### config.mk
export PLATFORM = sky130hd
export DESIGN_NAME = apb_regfile
export DESIGN_NICKNAME = d
export VERILOG_FILES = /design/src/rtl/apb_regfile.sv
export SDC_FILE = /design/constraint.sdc
export NUM_CORES = 1
export LEC_CHECK = 0
export CORE_MARGIN = 10
export CORE_UTILIZATION = 30
export CTS_CLUSTER_SIZE = 28
export DETAILED_ROUTE_END_ITERATION = 8
export HOLD_SLACK_MARGIN = 0.02
export SLEW_MARGIN = 20
export SYNTH_ARGS = -nofsm -noshare
export SYNTH_HDL_FRONTEND = slang
export SYNTH_SLANG_ARGS = --single-unit
### constraint.sdc
create_clock -name clk -period 2.9 [get_ports clk]
set_clock_uncertainty 0.1 [all_clocks]
set_input_delay 0.58 -clock clk [delete_from_list [all_inputs] [get_ports clk]]
set_output_delay 0.58 -clock clk [all_outputs]
set_load 0.02 [all_outputs]
### src/rtl/apb_regfile.sv
// Parametrised register file: one core write port, two combinational core read
// ports, and an APB3 slave giving the host read/write access to every register.
module apb_regfile #(
  parameter int DATA_W    = 8,
  parameter int ADDR_W    = 3,
  parameter int RD_BYPASS = 1,
  parameter int MAX_WAIT  = 4
) (
  input  logic              clk,
  input  logic              rst_n,
  input  logic              reg_write_en,
  input  logic [ADDR_W-1:0] reg_write_addr,
  input  logic [DATA_W-1:0] reg_write_data,
  input  logic [ADDR_W-1:0] reg1_read_addr,
  input  logic [ADDR_W-1:0] reg2_read_addr,
  output logic [DATA_W-1:0] reg1_read_data,
  output logic [DATA_W-1:0] reg2_read_data,
  input  logic              psel,
  input  logic              penable,
  input  logic              pwrite,
  input  logic [ADDR_W+1:0] paddr,
  input  logic [DATA_W-1:0] pwdata,
  output logic [DATA_W-1:0] prdata,
  output logic              pready,
  output logic              pslverr
);

  localparam int DEPTH = 1 << ADDR_W;
  localparam logic [3:0] WAIT_MAX = 4'(MAX_WAIT);
  localparam logic ST_IDLE   = 1'b0;
  localparam logic ST_ACCESS = 1'b1;

  logic [DATA_W-1:0] regs [DEPTH];
  logic              state;
  logic [3:0]        wait_cnt;
  logic              cap_write;
  logic              cap_misalign;
  logic [ADDR_W-1:0] cap_idx;
  logic [DATA_W-1:0] cap_wdata;

  logic conflict;
  logic transfer;
  logic apb_commit;

  assign conflict   = reg_write_en && (reg_write_addr == cap_idx);
  assign transfer   = (state == ST_ACCESS) && psel && penable;
  assign apb_commit = transfer && cap_write && !cap_misalign && !conflict;

  // Read ports: write-first forwarding of the core write when enabled; forced to 0 in reset
  always_comb begin
    reg1_read_data = regs[reg1_read_addr];
    reg2_read_data = regs[reg2_read_addr];
    if (RD_BYPASS != 0 && reg_write_en && reg_write_addr == reg1_read_addr)
      reg1_read_data = reg_write_data;
    if (RD_BYPASS != 0 && reg_write_en && reg_write_addr == reg2_read_addr)
      reg2_read_data = reg_write_data;
    if (!rst_n) begin
      reg1_read_data = '0;
      reg2_read_data = '0;
    end
  end

  // APB response; the core always wins a same-index write, bounded by WAIT_MAX stalls
  always_comb begin
    pready  = 1'b0;
    pslverr = 1'b0;
    prdata  = '0;
    if (state == ST_ACCESS) begin
      if (cap_misalign) begin
        pready  = 1'b1;
        pslverr = 1'b1;
      end else if (!cap_write) begin
        pready = 1'b1;
        prdata = regs[cap_idx];
        if (RD_BYPASS != 0 && conflict)
          prdata = reg_write_data;
      end else if (!conflict) begin
        pready = 1'b1;
      end else if (wait_cnt >= WAIT_MAX) begin
        pready  = 1'b1;
        pslverr = 1'b1;
      end
    end
  end

  always_ff @(posedge clk or negedge rst_n) begin
    if (!rst_n) begin
      for (int i = 0; i < DEPTH; i++) regs[i] <= '0;
    end else begin
      if (apb_commit)   regs[cap_idx]        <= cap_wdata;
      if (reg_write_en) regs[reg_write_addr] <= reg_write_data;
    end
  end

  always_ff @(posedge clk or negedge rst_n) begin
    if (!rst_n) begin
      state        <= ST_IDLE;
      wait_cnt     <= '0;
      cap_write    <= 1'b0;
      cap_misalign <= 1'b0;
      cap_idx      <= '0;
      cap_wdata    <= '0;
    end else begin
      case (state)
        ST_IDLE: begin
          if (psel && !penable) begin
            cap_write    <= pwrite;
            cap_idx      <= paddr[ADDR_W+1:2];
            cap_wdata    <= pwdata;
            cap_misalign <= (paddr[1:0] != 2'b00);
            wait_cnt     <= '0;
            state        <= ST_ACCESS;
          end
        end
        default: begin
          if (!psel)
            state <= ST_IDLE;
          else if (transfer && pready)
            state <= ST_IDLE;
          else if (transfer)
            wait_cnt <= wait_cnt + 4'd1;
        end
      endcase
    end
  end

endmodule

==> results.toml, run 1 <==
[critical_path]
crit_required_ps = 2220
worstPathArrival_ps = 2220
crit_fanout = 10
path_cells = "buf_12 > xor2_4 > or4_4 > buf_12 > o211ai_1 > o21ai_1 > buf_2"
timing.rr.start = "cap_idx[0]$_DFFE_PN0P_"
cp_common_cell = "buf_12"
cp-start-kind = "flip-flop"
crit_buf_inv = 3
max_stage_delay_ps = 530
end_kind = "output pin"
criticalPathCategory = "flip-flop to output pin"
crit_family = "simple AND/OR/NAND/NOR gates"
crit_start = "cap_idx[2]$_DFFE_PN0P_"
crit_slowest_cell = "or4_4"

[cells_and_area]
final_common_cell = "buf_4"
final_cell_mix = "buf_4, dfrtp_1, nand3_1, nor2_1, a31oi_1"
drive_above_1_share_pct = 28.2
num_antenna_cells = 0
fin_util_pct = 39.6
fin_area_mm2 = 0.00803
fin_nets = 797
area_delta_synth_final_pct = 29.3

[sta]
slew_violations = 0
fin_tns_setup_ps = 0
fmax_mhz = 345
relSlewSlack_pct = 63.4
worst_pin_slew_ps = 548
finalHoldWorstSlack_ps = 433
setup_violations = 0
layout_setup_ws_ps = 2.71
fin_crit_ps = 2900
hold_viol = 0
rsz0062_at_grt = "true"
period_share_pct = 99.9

[yosys]
syn_nets = 705
syn_area_per_cell_um2 = 9.30
synth.area.top_cells = "dfrtp_1, mux4_2, nand3_1, a31oi_1, mux2i_1"
synthArstFlopShare_pct = 100
ys_seq_area_share_pct = 33.0
syn_area_mm2 = 0.00621
ys_warn_count = 0
synthCells = 668
synthFlopType = "dfrtp_1"
synth_top_area_share_pct = 33.0
synth_edf_count = 0
synth-seq-cells = 82
yosysTopAreaCell = "dfrtp_1"
yosys.cell_types.count = 57

[route]
viasPerCell = 6.05
wire_per_inst_um = 23.4
first_pass_iters = 7
drc = 0
wl_um = 24300
ant_nets = 0
drt_iter0_drc = 830
vias = 6262

[placement]
dp_hpwl_um = 16600
port_buffers = 61
dp_slack_ps = -575
placed_cell_area_mm2 = 0.00758
place_congestion = 0.932

[floorplanning]
dieArea_mm2 = 0.0269
die_w_um = 164
ioPinCount = 62
core_area_mm2 = 0.0203
die_y_um = 164
num_rows = 52
start_util_pct = 30.6

[clock_tree]
cts_tree = "yes"
cts.sinks = 82
htreeDepth = 3
numCtsBuffers = 9
cts.clk_slew.worst_paths_ps = 60
insertion_delay_ps = 360
clk_path_buf_depth = 2
clockRootBuffer = "clkbuf_16"

[pwr]
irDropWorstVdd_mv = 0.341
p_per_area_mw_per_mm2 = 571
leakage_nw = 3.10

[global_routing]
grt_pass1_vias = 5969
overflow = 0
antenna_found_initial = 0
grt_pass1_wl_um = 37000
grt_max_degree = 33
grt_util_all_layers_pct = 18.0

[outcome]
outcome = "complete, no violations"

[hold_path]
min_path_type = "flip-flop to flip-flop"
worstHoldStart = "wait_cnt[3]$_DFFE_PN0P_"

[flow_run]
drv_cap = 0
==> worst paths after layout <==
check	endpoint	slack, ps	cells past startpoint
max	prdata[0]	3	7
max in group asynchronous	cap_wdata[1]$_DFFE_PN0P_	1500	4
max reg2reg	regs[28]$_DFF_PN0_	690	7
min	wait_cnt[3]$_DFFE_PN0P_	430	1
min in group asynchronous	wait_cnt[2]$_DFFE_PN0P_	540	2
min reg2reg	wait_cnt[3]$_DFFE_PN0P_	430	1
==> kinds of logic after synthesis <==
logic type | synth area share, %
AOI/OAI and AO/OA | 18.9
DFF | 33.0
muxes | 20.7
xor gates and xnor gates | 1.81
and+or+nand+nor | 18.5
adders and majority gates | 0.201
buffers and inverters | 6.89
==> power breakdown <==
part | internal (mW) | total, mW | switching, mW
Clock | 0.806 | 1.31 | 0.507
Combinational | 0.811 | 1.59 | 0.774
Sequential | 1.37 | 1.69 | 0.314
==> Yosys cell counts (all sizes together), types with 5 or more instances <==
cell type,number
nor3b,12
xnor2,6
a31oi,50
mux2i,27
o211ai,21
nor3,7
mux4,39
nand4,18
clkbuf,34
dfrtp,82
o21ai,72
a21oi,29
nand3b,5
mux2,12
nor2,62
nand2,24
nand3,69
nor2b,6
buf,48
==> layout make-up <==
class                   instances  area [um2]
flip-flops and latches         82        2060
repair buffers                163        1490
clock inverters                 5        86.3
fillers                      2015       12300
inverters                       3        11.3
well taps                     270         338
clock buffers                  11         253
multi-input cells             501        3800
==> flip-flops by register name (all words and copies together), names as in the netlist <==
signal and flops:
regs 64, cap_misalign 1, cap_wdata 8, cap_idx 3, wait_cnt 4, state 1, cap_write 1
==> metal layers <==
layer	up-vias	global-route usage, %	share of wire (%)
met4	0	6.50	2.9
met5	-	0	0
met1	3063	24.8	42
li1	2731	-	-
met2	414	26.6	44
met3	54	4.61	11
==> worst register-to-register path, stage by stage, from the launching register on <==
cell      delay, ps
dfrtp_2         490
buf_4           180
xor2_2          250
buf_4           200
o41ai_4          70
buf_12          190
nor2_1          420
o211ai_1        160
==> repair_timing <==
item	CTS	global route
gates resized for setup	115	24
hold buffers	1	0
cloned	3	0
pin swaps	0	1
buffers inserted	3	0
endpoints found under the setup margin	26	22
hold endpoints to repair	4	0
==> stage by stage <==
step	power, mW	std cells
6_report	4.58	1035
2_1_floorplan	2.59	668
5_1_grt	4.79	1035
4_1_cts	4.57	1035
3_3_place_gp	3.19	1012
3_5_place_dp	3.21	1012
Note: power is estimated with default switching activity, not from simulation.
==> run 2: changes to the inputs <==
--- a/config.mk
+++ b/config.mk
@@ -6,5 +6,4 @@
 export NUM_CORES = 1
 export LEC_CHECK = 0
-export CORE_MARGIN = 10
 export CORE_UTILIZATION = 30
 export CTS_CLUSTER_SIZE = 28
==> constraint.sdc (replaced) <==
create_clock -name clk -period 2.9 [get_ports clk]
set_clock_uncertainty 0.1 [all_clocks]
set_input_delay 0.29 -clock clk [delete_from_list [all_inputs] [get_ports clk]]
set_output_delay 0.29 -clock clk [all_outputs]
set_load 0.02 [all_outputs]
==> run 2 against run 1 <==
Net effect:
- hold slack worse by 98 ps
- flip-flop and latch count stayed put
- cell count is 2.8% lower
- combinational power is 6% lower
- register-to-register slack worse by 130 ps
- maximum frequency is 1.9% higher
- non-clock buffer count is 29 lower
- first-iteration DRC count is 20% lower
- count of clock-buffer cells in the layout is 2 higher
==> results.toml, run 2 (same netlist as run 1, synthesis figures left out) <==
[outcome]
outcome = "complete, no violations"

[clock_tree]
insertion_delay_ps = 340
clk_path_buf_depth = 2
cts.sinks = 82
htreeDepth = 3
numCtsBuffers = 9
cts_tree = "yes"
cts.clk_slew.worst_paths_ps = 60
clockRootBuffer = "clkbuf_16"

[global_routing]
grt_util_all_layers_pct = 21.5
overflow = 0
grt_pass1_vias = 5790
grt_max_degree = 33
grt_pass1_wl_um = 34800
antenna_found_initial = 0

[sta]
hold_viol = 0
setup_violations = 0
relSlewSlack_pct = 44.4
slew_violations = 0
fin_crit_ps = 2840
worst_pin_slew_ps = 834
fmax_mhz = 352
period_share_pct = 98.0
finalHoldWorstSlack_ps = 335
rsz0062_at_grt = "false"
fin_tns_setup_ps = 0

[critical_path]
end_kind = "output pin"
path_cells = "clkdlybuf4s50_1 > buf_12 > mux4_2 > mux2i_1 > a21oi_1 > clkdlybuf4s50_1"
criticalPathCategory = "primary input to output pin"
crit_slowest_cell = "clkdlybuf4s50_1"
rr_worst_depth = 6
worstPathArrival_ps = 2450
crit_start = "reg2_read_addr[0]"
crit_family = "buffers and inverters"
max_stage_delay_ps = 570
reg2reg_to = "regs[29]$_DFF_PN0_"
cp-start-kind = "primary input"
crit_cells = 6
timing.rr.start = "cap_idx[0]$_DFFE_PN0P_"
crit_buf_inv = 3
regToRegSetupSlack_ps = 560
crit_end = "reg2_read_data[5]"
cp_common_cell = "clkdlybuf4s50_1"
crit_required_ps = 2510
crit_fanout = 17

[flow_run]
drv_cap = 0

[cells_and_area]
fin_nets = 768
drive_above_1_share_pct = 20.1
num_antenna_cells = 0
area_delta_synth_final_pct = 24.9
final_cell_mix = "dfrtp_1, nand3_1, nor2_1, buf_4, a31oi_1"
largest_register = "regs"
largest_reg_flops = 64
final_common_cell = "dfrtp_1"
fin_util_pct = 38.4
top_regs = "regs (64), cap_wdata (8), wait_cnt (4)"

[route]
wl_um = 22800
ant_nets = 0
viasPerCell = 5.94
drc = 0
wire_per_inst_um = 22.6
vias = 5980
drt_iter0_drc = 666
first_pass_iters = 5

[pwr]
p_per_area_mw_per_mm2 = 567
leakage_nw = 2.94
irDropWorstVdd_mv = 0.274

[hold_path]
min_path_type = "primary input to asynchronous set/reset pin"

[placement]
port_buffers = 61
dp_hpwl_um = 15600
place_congestion = 0.879

[floorplanning]
num_rows = 52
dieArea_mm2 = 0.0213
start_util_pct = 30.7
die_w_um = 146
die_y_um = 146
ioPinCount = 62
core_area_mm2 = 0.0202
[run 2: cell types whose count changed in the layout (fill, tap and decap cells not counted), moves of 5 or more]
cell,before,now
buf_4,84,62
clkdlybuf4s50_1,27,48
buf_2,20,0
buf_6,8,0
dlygate4sd2_1,3,9
mux2i_1,21,27
mux2i_2,5,0
[run 2: what timing repair did]
item | CTS | global route
hold endpoints to repair | 9 | 0
setup endpoints to repair | 9 | 5
gates resized for setup | 11 | 3
hold buffers | 1 | 0
buffers inserted | 0 | 1
cloned | 0 | 1
[run 2: worst min path at each step]
stage / from / to / slack, ps / depth (start not counted)
after global placement: rst_n / regs[17]$_DFF_PN0_ / 150 / 1
after global routing: rst_n / regs[27]$_DFF_PN0_ / 370 / 2
after floorplan: rst_n / cap_idx[0]$_DFFE_PN0P_ / -110 / 0
after CTS: rst_n / regs[27]$_DFF_PN0_ / 340 / 2
after detailed placement: rst_n / regs[17]$_DFF_PN0_ / 150 / 1
final: rst_n / regs[17]$_DFF_PN0_ / 340 / 2
[run 2: where the power goes]
part / leakage, nW / total, mW / internal [mW] / switching [mW]
Clock: 0.152 / 1.22 / 0.740 / 0.478
Combinational: 1.83 / 1.49 / 0.780 / 0.715
Sequential: 0.955 / 1.69 / 1.37 / 0.320
Total: 2.94 / 4.40 / 2.89 / 1.51
[run 2: area by class of cell]
type / count / area (um2)
Sequential cell: 82 / 2050
Timing Repair Buffer: 134 / 1300
Multi-Input combinational cell: 501 / 3740
Clock inverter: 3 / 46.3
Tap cell: 270 / 338
Clock buffer: 13 / 270
Fill cell: 1997 / 12500
Inverter: 3 / 11.3
[run 2: through the flow]
stage	std cells	cell area (um2)	setup slack, ps	power, mW
after floorplan	668	6210	796	2.59
after global placement	987	7400	53.8	3.15
after detailed placement	987	7400	40.6	3.17
after CTS	1004	7720	47.2	4.39
after global routing	1006	7760	24.5	4.61
final	1006	7760	57.9	4.40
[run 2: routing by layer]
metal  share of wire (%)  up-vias  GRT usage, %
li1                    -     2664             -
met1                  42     2935          29.1
met2                  45      336          32.6
met3                  10       45          6.02
met4                 3.0        0          8.00
met5                   0        -             0
==> RTL edit: new RTL, settings of run 2 <==
`ADDR_W`: 3 -> 2.
--- a/src/rtl/apb_regfile.sv
+++ b/src/rtl/apb_regfile.sv
@@ -2,7 +2,7 @@
 // ports, and an APB3 slave giving the host read/write access to every register.
 module apb_regfile #(
   parameter int DATA_W    = 8,
-  parameter int ADDR_W    = 3,
+  parameter int ADDR_W    = 2,
   parameter int RD_BYPASS = 1,
   parameter int MAX_WAIT  = 4
 ) (
Interface: changed (resized paddr, reg1_read_addr, reg2_read_addr and reg_write_addr); port bits go from 62 to 58. The function was not compared with the original's and may differ.
==> RTL edit against run 2 <==
- first-iteration DRC count fell by 66%
- setup slack improved by 0.10 ns
- sequential share of layout area fell by 0.37 points
- routed wire length fell by 56%
- total power fell by 47%
- sequential cell count fell by 33
- clock power fell by 52%
- non-clock buffer count fell by 44
- global-route usage fell by 4.6 points
- synthesized area fell by 41%
- combinational power fell by 44%
- cell area fell by 39%
- highest routed layer unchanged
==> RTL edit: results (changes against run 2) <==
* Status: finished, final reports clean
* Post-cts repair resize count at 0 (-11)
* Largest registers: regs: 32 flops, cap_wdata: 8 flops, wait_cnt: 4 flops
* Starting DRC count in detailed routing at 225 (-66%)
* Number of placed instances with taps included at 543 (-45%)
* Most numerous cell in the Yosys netlist: sky130_fd_sc_hd__mux2i_1
* Cell area after placement at 4540 sq um (-39%)
* Worst hold path type: register to register
* Via density at 5.28 (-11%)
* Wire length per cell after detailed routing at 18.3 um (-19%)
* Maximum number of pins on one net before global-route repair at 31 (-6.1%)
* Non-clock buffer area fraction after layout at 18.2% (+1.4 points)
* Delay of the slowest critical-path stage at 0.63 ns (+0.06 ns)
* Number of buffers created by CTS at 5 (-4)
* Port bufs at 57 (-6.6%)
* Seq/Total Area, Yosys at 33.3% (+0.31 points)
* HPWL reported at the end of detailed placement at 7.25 mm (-53%)
* Synthesized area divided by synthesized cell count at 10.8 sq um (+16%)
* Synthesis-to-finish area growth at 27.7%
* Cell types with the highest counts after synthesis: sky130_fd_sc_hd__mux2i_1, sky130_fd_sc_hd__dfrtp_1, sky130_fd_sc_hd__nand3_1
* Placer congestion estimate at 0.807 (-8.2%)
* Seq cells at 49 (-40%)
* Non-clock inverter instance count of the final layout at 4 (+1)
* Max Fclk at 365 MHz (+3.7%)
* Detailed Route WL at 10.1 mm (-56%)
* FF+latch area at 1230 sq um (-40%)
* Arrival time of data at the critical path endpoint at 2.35 ns (-0.10 ns)
* Via count of the first global-routing pass at 3,026 (-48%)
* Clock network contribution to total cell area at 3.06% (-1.0 points)
* Clock network latency to the later pin of the worst-skew pair at 0.29 ns (-0.05 ns)
* Worst Setup Slack post-DPL at 0.152 ns (+0.112 ns)
* Post-Synthesis Net Count at 373 (-47%)
-- RTL edit: changes by cell type after synthesis, moves of 34 or more --
cell	delta
sky130_fd_sc_hd__nor2_1	-49
sky130_fd_sc_hd__o21ai_1	-35
sky130_fd_sc_hd__mux2i_1	+45
sky130_fd_sc_hd__nand3_1	-41
sky130_fd_sc_hd__a31oi_1	-49
sky130_fd_sc_hd__o21ai_0	-34
-- RTL edit: power by group through the flow --
stage                     combinational, mW  clock [mW]  sequential [mW]
after floorplan                       0.576           0            0.896
after global placement                0.821           0            0.932
after detailed placement              0.834           0            0.943
after CTS                             0.837       0.598            0.930
after global routing                  0.899       0.624            0.952
final                                 0.828       0.587            0.930
-- RTL edit: cell families after synthesis --
logic type / Yosys count / share of synthesized area (%)
mux: 107 / 37.7
flops: 49 / 33.3
buf+inv: 37 / 4.93
xor+xnor: 7 / 2.08
compound gates: 22 / 4.39
fa+ha+maj: 1 / 0.340
simple gates: 117 / 17.3
-- RTL edit: metal layers --
layer | wire length [um] | up-vias | global-route usage [%]
li1 | - | 1379 | -
met1 | 4420 | 1434 | 22.7
met2 | 4980 | 98 | 28.2
met3 | 650 | 5 | 2.57
met4 | 55 | 0 | 4.89
met5 | 0 | - | 0
-- RTL edit: worst paths after layout --
path,endpoint,cells past startpoint
setup / recovery,prdata[7],4
hold / removal,wait_cnt[1]$_DFFE_PN0P_,1
setup reg to reg,regs[10]$_DFF_PN0_,6
hold reg to reg,wait_cnt[1]$_DFFE_PN0P_,1
max in group asynchronous,regs[2]$_DFF_PN0_,3
min in group asynchronous,regs[23]$_DFF_PN0_,2
-- RTL edit: critical path, delay by kind of cell (launching register included) --
family / cells / cell delay [ns]
flip-flops: 1 / 0.47
AND/OR/NAND/NOR: 2 / 0.82
buffers and inverters: 2 / 0.77
